**config.mk**
```make
export PLATFORM = sky130hd
export DESIGN_NAME = instr_mem_loader
export DESIGN_NICKNAME = d
export VERILOG_FILES = /design/src/rtl/debug_pkg.sv /design/src/rtl/instr_mem_loader_assembler.sv /design/src/rtl/instr_mem_loader.sv
export SDC_FILE = /design/constraint.sdc
export NUM_CORES = 1
export LEC_CHECK = 0
export ABC_AREA = 1
export BUFFER_PORTS_ARGS = -buffer_cell sky130_fd_sc_hd__buf_2
export CAP_MARGIN = 30
export CELL_PAD_IN_SITES_DETAIL_PLACEMENT = 1
export CELL_PAD_IN_SITES_GLOBAL_PLACEMENT = 2
export CORE_ASPECT_RATIO = 0.7
export CORE_MARGIN = 2
export CORE_UTILIZATION = 33
export DETAILED_ROUTE_END_ITERATION = 7
export HOLD_SLACK_MARGIN = 0.05
export PLACE_DENSITY = 0.92
export SETUP_SLACK_MARGIN = 0.4
export SLEW_MARGIN = 10
export SYNTH_ARGS = -nofsm -noshare
export SYNTH_HDL_FRONTEND = slang
export SYNTH_SLANG_ARGS = --single-unit
```
**constraint.sdc**
```tcl
create_clock -name i_clk -period 3.7 [get_ports i_clk]
set_input_delay 0.185 -clock i_clk [delete_from_list [all_inputs] [get_ports i_clk]]
set_output_delay 0.185 -clock i_clk [all_outputs]
set_load 0.005 [all_outputs]
```
**src/rtl/debug_pkg.sv**
```systemverilog
// Shared definitions for the debug-side instruction memory loader:
// state encodings, terminator constant and capacity helper.
package debug_pkg;

   localparam int unsigned BYTE_W = 8;

   localparam logic [31:0] HALT_WORD_DEFAULT = 32'hFFFF_FFFF;

   typedef enum logic [1:0] {
      ST_IDLE  = 2'd0,
      ST_RECV  = 2'd1,
      ST_WRITE = 2'd2,
      ST_DONE  = 2'd3
   } loader_state_t;

   // Instruction memory holds whole 4-byte words only.
   function automatic int unsigned capacity_words(input int unsigned tam_bytes);
      return tam_bytes / 32'd4;
   endfunction

endpackage

```
**src/rtl/instr_mem_loader_assembler.sv**
```systemverilog
// Big-endian byte-to-word shifter with a 2-bit byte index; word_ready
// flags the cycle in which the fourth byte of a word is accepted.
module byte_word_assembler
   import debug_pkg::*;
#(
   parameter int unsigned NBITS = 32
) (
   input  logic              clk,
   input  logic              rst_n,
   input  logic              clear,
   input  logic              accept,
   input  logic [BYTE_W-1:0] byte_in,
   output logic [NBITS-1:0]  word,
   output logic              word_ready
);

   logic [NBITS-1:0] word_r;
   logic [1:0]       idx_r;

   assign word       = word_r;
   assign word_ready = accept && (idx_r == 2'd3);

   // Shift register and byte index; the index wraps to 0 after the fourth byte.
   always_ff @(posedge clk or negedge rst_n) begin
      if (!rst_n) begin
         word_r <= '0;
         idx_r  <= 2'd0;
      end else if (clear) begin
         word_r <= '0;
         idx_r  <= 2'd0;
      end else if (accept) begin
         word_r <= {word_r[NBITS-BYTE_W-1:0], byte_in};
         idx_r  <= idx_r + 2'd1;
      end else begin
         word_r <= word_r;
         idx_r  <= idx_r;
      end
   end

endmodule

```
**src/rtl/instr_mem_loader.sv**
```systemverilog
// Instruction memory loader: assembles UART bytes into words and writes them
// at consecutive word addresses until a HALT word or memory capacity is reached.
module instr_mem_loader
   import debug_pkg::*;
#(
   parameter int unsigned        NBITS     = 32,
   parameter int unsigned        TAM_I     = 256,
   parameter logic [NBITS-1:0]   HALT_WORD = NBITS'(HALT_WORD_DEFAULT)
) (
   input  logic              i_clk,
   input  logic              i_reset,
   input  logic              i_start,
   input  logic              i_byte_valid,
   input  logic [BYTE_W-1:0] i_byte,
   output logic [NBITS-1:0]  o_address_memory_ins,
   output logic [NBITS-1:0]  o_instruction,
   output logic              o_write_intruc,
   output logic              o_busy,
   output logic              o_done,
   output logic              o_full,
   output logic [7:0]        o_word_count
);

   localparam int unsigned CAPACITY = capacity_words(TAM_I);
   localparam logic [7:0]  CAP_W    = 8'(CAPACITY);

   loader_state_t    state_r, state_next;
   logic [NBITS-1:0] addr_r, addr_next;
   logic [7:0]       count_r, count_next;
   logic             full_r, full_next;
   logic             write_r, busy_r, done_r;

   logic             clear_s;
   logic             accept_s;
   logic             word_ready_s;
   logic [NBITS-1:0] word_s;
   logic             halt_s;
   logic             last_s;

   assign halt_s = (word_s == HALT_WORD);
   assign last_s = ((count_r + 8'd1) == CAP_W);

   // A byte arriving during WRITE starts the next word unless the session ends.
   assign accept_s = i_byte_valid &&
                     ((state_r == ST_RECV) ||
                      ((state_r == ST_WRITE) && !halt_s && !last_s));

   byte_word_assembler #(
      .NBITS (NBITS)
   ) u_assembler (
      .clk        (i_clk),
      .rst_n      (i_reset),
      .clear      (clear_s),
      .accept     (accept_s),
      .byte_in    (i_byte),
      .word       (word_s),
      .word_ready (word_ready_s)
   );

   // State, address, word count and full flag registers.
   always_ff @(posedge i_clk or negedge i_reset) begin
      if (!i_reset) begin
         state_r <= ST_IDLE;
         addr_r  <= '0;
         count_r <= 8'd0;
         full_r  <= 1'b0;
      end else begin
         state_r <= state_next;
         addr_r  <= addr_next;
         count_r <= count_next;
         full_r  <= full_next;
      end
   end

   // Next-state logic; start is only honoured outside an active session.
   always_comb begin
      state_next = state_r;
      addr_next  = addr_r;
      count_next = count_r;
      full_next  = full_r;
      clear_s    = 1'b0;
      case (state_r)
         ST_IDLE, ST_DONE: begin
            if (i_start) begin
               state_next = ST_RECV;
               addr_next  = '0;
               count_next = 8'd0;
               full_next  = 1'b0;
               clear_s    = 1'b1;
            end else begin
               state_next = state_r;
            end
         end
         ST_RECV: begin
            if (word_ready_s) begin
               state_next = ST_WRITE;
            end else begin
               state_next = ST_RECV;
            end
         end
         ST_WRITE: begin
            addr_next  = addr_r + NBITS'(4);
            count_next = count_r + 8'd1;
            if (halt_s) begin
               state_next = ST_DONE;
            end else if (last_s) begin
               state_next = ST_DONE;
               full_next  = 1'b1;
            end else begin
               state_next = ST_RECV;
            end
         end
         default: begin
            state_next = ST_IDLE;
         end
      endcase
   end

   // Strobe and status flags are registered from the next state.
   always_ff @(posedge i_clk or negedge i_reset) begin
      if (!i_reset) begin
         write_r <= 1'b0;
         busy_r  <= 1'b0;
         done_r  <= 1'b0;
      end else begin
         write_r <= (state_next == ST_WRITE);
         busy_r  <= (state_next == ST_RECV) || (state_next == ST_WRITE);
         done_r  <= (state_next == ST_DONE);
      end
   end

   assign o_address_memory_ins = addr_r;
   assign o_instruction        = word_s;
   assign o_write_intruc       = write_r;
   assign o_busy               = busy_r;
   assign o_done               = done_r;
   assign o_full               = full_r;
   assign o_word_count         = count_r;

endmodule
```
# After elaboration in Yosys (flattened, before gate mapping)
# Cells that the tools add are included.
[classes]
n_addsub = 3
mul = 0
div_mod_pow = 0
magnitude_cmp = 0
n_eq_ne = 12
n_shift = 0
muxes = 19
bitwise_logic = 0
reduce_logical = 14
[op_table]
columns = ["cell", "n"]
rows = [
  ["32-bit 2-to-1 mux", 3],
  ["32-bit case mux with 2 select lines", 1],
  ["32-bit by 3-bit adder with 32-bit output, second input constant", 1],
  ["32-bit == test, second input constant", 1],
  ["8-bit case mux with 2 select lines", 1],
  ["2-bit 2-to-1 mux", 6],
  ["2-bit == test, second input constant", 5],
  ["8-bit by 1-bit adder with 8-bit output, second input constant", 1],
  ["8-bit by 7-bit == test with 1-bit output, second input constant", 1],
  ["8-bit 2-to-1 mux", 1],
  ["2-bit inequality test, second input constant", 3],
  ["2-bit case mux with 3 select lines", 1],
  ["1-bit 2-to-1 mux", 5],
  ["2-bit by 1-bit == test with 1-bit output, second input constant", 2],
  ["1-bit logical AND", 4],
  ["4-bit AND reduction", 1],
  ["2-bit nonzero test", 2],
  ["2-bit by 1-bit adder with 2-bit output, second input constant", 1],
  ["1-bit logical NOT", 2],
  ["2-bit logical NOT", 1],
  ["1-bit logical OR", 2],
  ["1-bit case mux with 2 select lines", 1],
  ["2-bit AND reduction", 1],
  ["2-bit OR reduction", 1],
]
[word_totals]
register_bits = 80
latchBits = 0
ram_bits = 0
romBits = 0
in_bits = 12
out_inout_bits = 76
n_memories = 0

# Depth between registers and ports, before layout
[logic_depth]
ltp_word = 11
mapped_depth = 16

# Hierarchy
# From an unflattened synthesis, not the netlist that was laid out.
[hier_totals]
hier_cells = 572
area_unflattened_um2 = 4403.0
[by_module_without_submodules]
columns = ["module", "n_inst", "cells_each", "area_per_inst_um2", "seq_area_each_um2"]
rows = [
  ["instr_mem_loader", 1, 420, 2914.0, 1101.1],
  ["byte_word_assembler", 1, 152, 1488.9, 850.8],
]

# Worst setup path after synthesis
# No wires, ideal clock.
[synth_path]
path_type = "register to register"
from = "register state_r[0]"
to = "register addr_r[18], in the netlist o_address_memory_ins[18]"
setup_time_ps = 120
arrival_ps = 1769
slack_ps = 1810
stages_incl_launch_ff = 12
path_buffers = 0
period_less_slack_ps = 1890
cell_sequence = "dfrtp_1 inv_1 ha_1 nand2_1 nand2_2 nand3_1 nor2_1 nand3_1 nor2_1 nand2_1 o21ai_1 a21oi_1"
[synth_between]
elab_chain_len = 4
elab_cells_between_ends = 8
cone_classes = "3 x eq/ne; 1 x mux; 4 x reduce/logical"
[synth_lines]
columns = ["element", "line_no", "text"]
rows = [
  ["start, declared", "instr_mem_loader.sv:27", "loader_state_t state_r, state_next;"],
  ["start signal, assigned", "instr_mem_loader.sv:68", "state_r <= state_next;"],
  ["2-bit == test / 2-bit logical NOT (equally long branches)", "instr_mem_loader.sv:82", "case (state_r)"],
  ["2-bit OR reduction", "instr_mem_loader.sv:82", ""],
  ["2-bit inequality test (no line) / 2-bit nonzero test (equally long branches)", "--", ""],
  ["2-bit AND reduction (no line)", "--", ""],
  ["end signal, assigned", "instr_mem_loader.sv:69", "addr_r <= addr_next;"],
  ["end, declared", "instr_mem_loader.sv:28", "logic [NBITS-1:0] addr_r, addr_next;"],
]
# Parallel ways exist; a longest one is shown, timed or not.
# A chain may end at the register's enable or synchronous reset.

# Worst setup path after layout
# Same ends and word-level chain as after synthesis.

==> flow_summary.toml <==
[layout]
fillCellCount = 1648
area_growth_syn_to_layout_pct = 19.8
final_util_pct = 40.1
layout_common_cells = "nand2_1, buf_2, dfrtp_1"
n_antenna_cell = 0
final_nets = 690
layout_commonest_cell = "nand2_1"
regArea_mm2 = 0.00195
multiInputGateArea_mm2 = 0.00202
drive_gt1_share_pct = 20.4

[clock_tree]
cts-resized-gates = 0
cts_max_level = 3
cts_sinks = 78
clock_path_buffers = 2
post_cts_buffers = 0
clk_pin_slew_worst_paths_ns = 0.07
root_buffer = "clkbuf_16"
cts_tree = "yes"
numCtsBuffers = 9
worstSkewPairLatency_ns = 0.35

[drt]
vias_per_cell = 4.96
wl_met1_mm = 6.73
routed_wl_mm = 13.3
wl_per_cell_um = 15.7
first_pass_iters = 4
wl_met3_um = 662
vias = 4181
met2_length_mm = 5.69
ant_nets = 0
drtIter0Drc = 194
drc = 0
top_layer_used = "met4"

[sta]
post-route-min-period_ns = 2.72
fmax_mhz = 368
worst_pin_slew_ns = 0.792
final_hold_viol_count = 0
finalSetupViolations = 0
slew_violations = 0
whs_ns = 0.159
setup_tns_ns = 0
post-route-period-util_pct = 73.5
rsz0062_at_grt = "false"
fin_ws_ns = 0.980
finClkSkew_ns = 0.00822
max_slew_margin_pct = 47.0

[worst_hold_path]
worstHoldPathType = "input port to flop"
min_from = "i_byte[3]"
whs_endpoint = "u_assembler.word[3]"
hold_depth = 5

[placement]
port_buffers = 85
hpwl_mm = 10.3
pre_cts_ws_ns = 0.977
gp_routability_congestion = 0.843

[die]
die_area_mm2 = 0.0142
core-area_mm2 = 0.0131
io_pins = 88
die_w_um = 142
initial_core_util_pct = 33.5
fp.dieH_um = 100
rows = 35

[logic_synthesis]
synth.avg_cell_area_um2 = 7.42
yosysWarnings = 0
synth.distinct_cells = 33
synth_edf_count = 0
ys.flop_type = "dfrtp_1"
syn_inst = 589
ys_ff_latch = 78
async_flop_share_pct = 100
syn_area_mm2 = 0.00437
yosysSeqAreaShare_pct = 44.7

[worst_setup_path]
rrSetupSlack_ns = 0.98
critPathMaxFanout = 24
r2r_start = "state_r[0]"
reg2reg_depth = 11
startpoint = "state_r[0]"
cpMaxStageDelayCell = "dfrtp_1"
end_kind = "flop"
path_cells = "inv_1, ha_1, nand2_1, nand2_2, nand3_1, nor2_1, nand3_1, nor2_1, nand2_1, o21ai_1, a21oi_1"
r2r-end = "o_address_memory_ins[18]"
crit_required_ns = 3.94
critPathArrivalTime_ns = 2.96
worstSetupStartpointType = "flop"
crit_path_max_incr_delay_ns = 0.40
crit_type = "flop to flop"

[global_route]
grt_remaining_overflow = 0
grt_pass1_vias = 4299
grt_pass1_wl_mm = 22.0
grt_max_degree = 48
antenna_found_initial = 0
grtUsageTotal_pct = 19.7

[pwr]
vdd_ir_drop_max_uv = 271
p_leak_nw = 2.59
power-per-cell-area_mw_per_mm2 = 622
fin_total_pwr_mw = 3.26

[status]
status = "finished, final reports clean"

[job]
cap_viol_max_count = 0
-- sequential cells by signal (all words and copies together) (netlist names) --
signal,flops
o_busy,1
o_done,1
state_r,2
o_address_memory_ins,30
o_full,1
u_assembler.idx_r,2
o_word_count,8
u_assembler.word,32
o_write_intruc,1
-- final cells by class --
cell class,count,area share [%]
Multi-Input combinational cell,420,38.7
Sequential cell,78,37.3
Timing Repair Buffer,90,9.33
Inverter,73,5.24
Clock buffer,9,4.30
Tap cell,166,3.97
Clock inverter,7,1.17
-- metrics by stage --
| stage | std cells | cell area [µm²] |
|---|---|---|
| floorplan | 590 | 4370 |
| global placement | 825 | 4910 |
| detailed placement | 826 | 4940 |
| CTS | 843 | 5230 |
| global route | 843 | 5230 |
| finish | 843 | 5230 |
-- worst max-delay path: cells and delay by family, from the launching register on --
kind                     cells  cell delay (ns)
AND/OR/NAND/NOR              7             1.55
flip-flops                   1             0.40
adder cells (fa/ha/maj)      1             0.40
AO/OA/AOI/OAI                2             0.19
buffers and inverters        1             0.06
-- power by group --
part           leakage (nW)  internal (mW)  total (mW)  switching, mW
Clock                 0.135          0.469       0.872          0.403
Combinational          1.41          0.387        1.17          0.787
Sequential             1.04           1.05        1.21          0.163
Total                  2.59           1.90        3.26           1.35
-- Yosys cell counts, types with 6 or more instances --
library cell / number / area share [%]
a21oi_1: 19 / 2.2
clkbuf_1: 9 / 0.77
dfrtp_1: 78 / 45
ha_1: 6 / 1.7
inv_1: 70 / 6.0
nand2_1: 174 / 15
nand2_2: 9 / 1.3
nand3_1: 42 / 4.8
nand3_2: 11 / 2.5
nand4_1: 18 / 2.6
nor2_1: 54 / 4.6
nor3_1: 20 / 2.3
o21ai_0: 29 / 3.3
o21ai_1: 10 / 1.1
-- layer usage --
| metal | vias up | GRT usage, % |
|---|---|---|
| li1 | 2059 | - |
| met1 | 2034 | 28.7 |
| met2 | 75 | 29.2 |
| met3 | 13 | 4.44 |
| met4 | 0 | 6.08 |
| met5 | - | 0 |
-- logic make-up (layout without fill, tap and decap cells) --
group	count (synthesis)	count (layout)	synth area share, %
fa+ha+maj	6	6	1.72
other cells	1	2	0.0858
flops	78	78	44.7
xor+xnor	5	5	1.00
compound gates	68	68	8.53
buf+inv	92	179	9.08
simple gates	339	339	34.9
-- timing repair --
item                                   in CTS  in global routing
setup endpoints to repair                   0                  0
endpoints found under the hold margin      31                  0
hold buffers                                1                  0
-- worst max-delay path by stage --
stage | endpoint | cells past startpoint
finish | o_address_memory_ins[18] | 11
floorplan | o_address_memory_ins[18] | 11
detailed placement | u_assembler.word[13] | 14
global route | o_address_memory_ins[18] | 11
global placement | u_assembler.word[16] | 13
CTS | u_assembler.word[16] | 10
(Power assumes the default switching activity.)
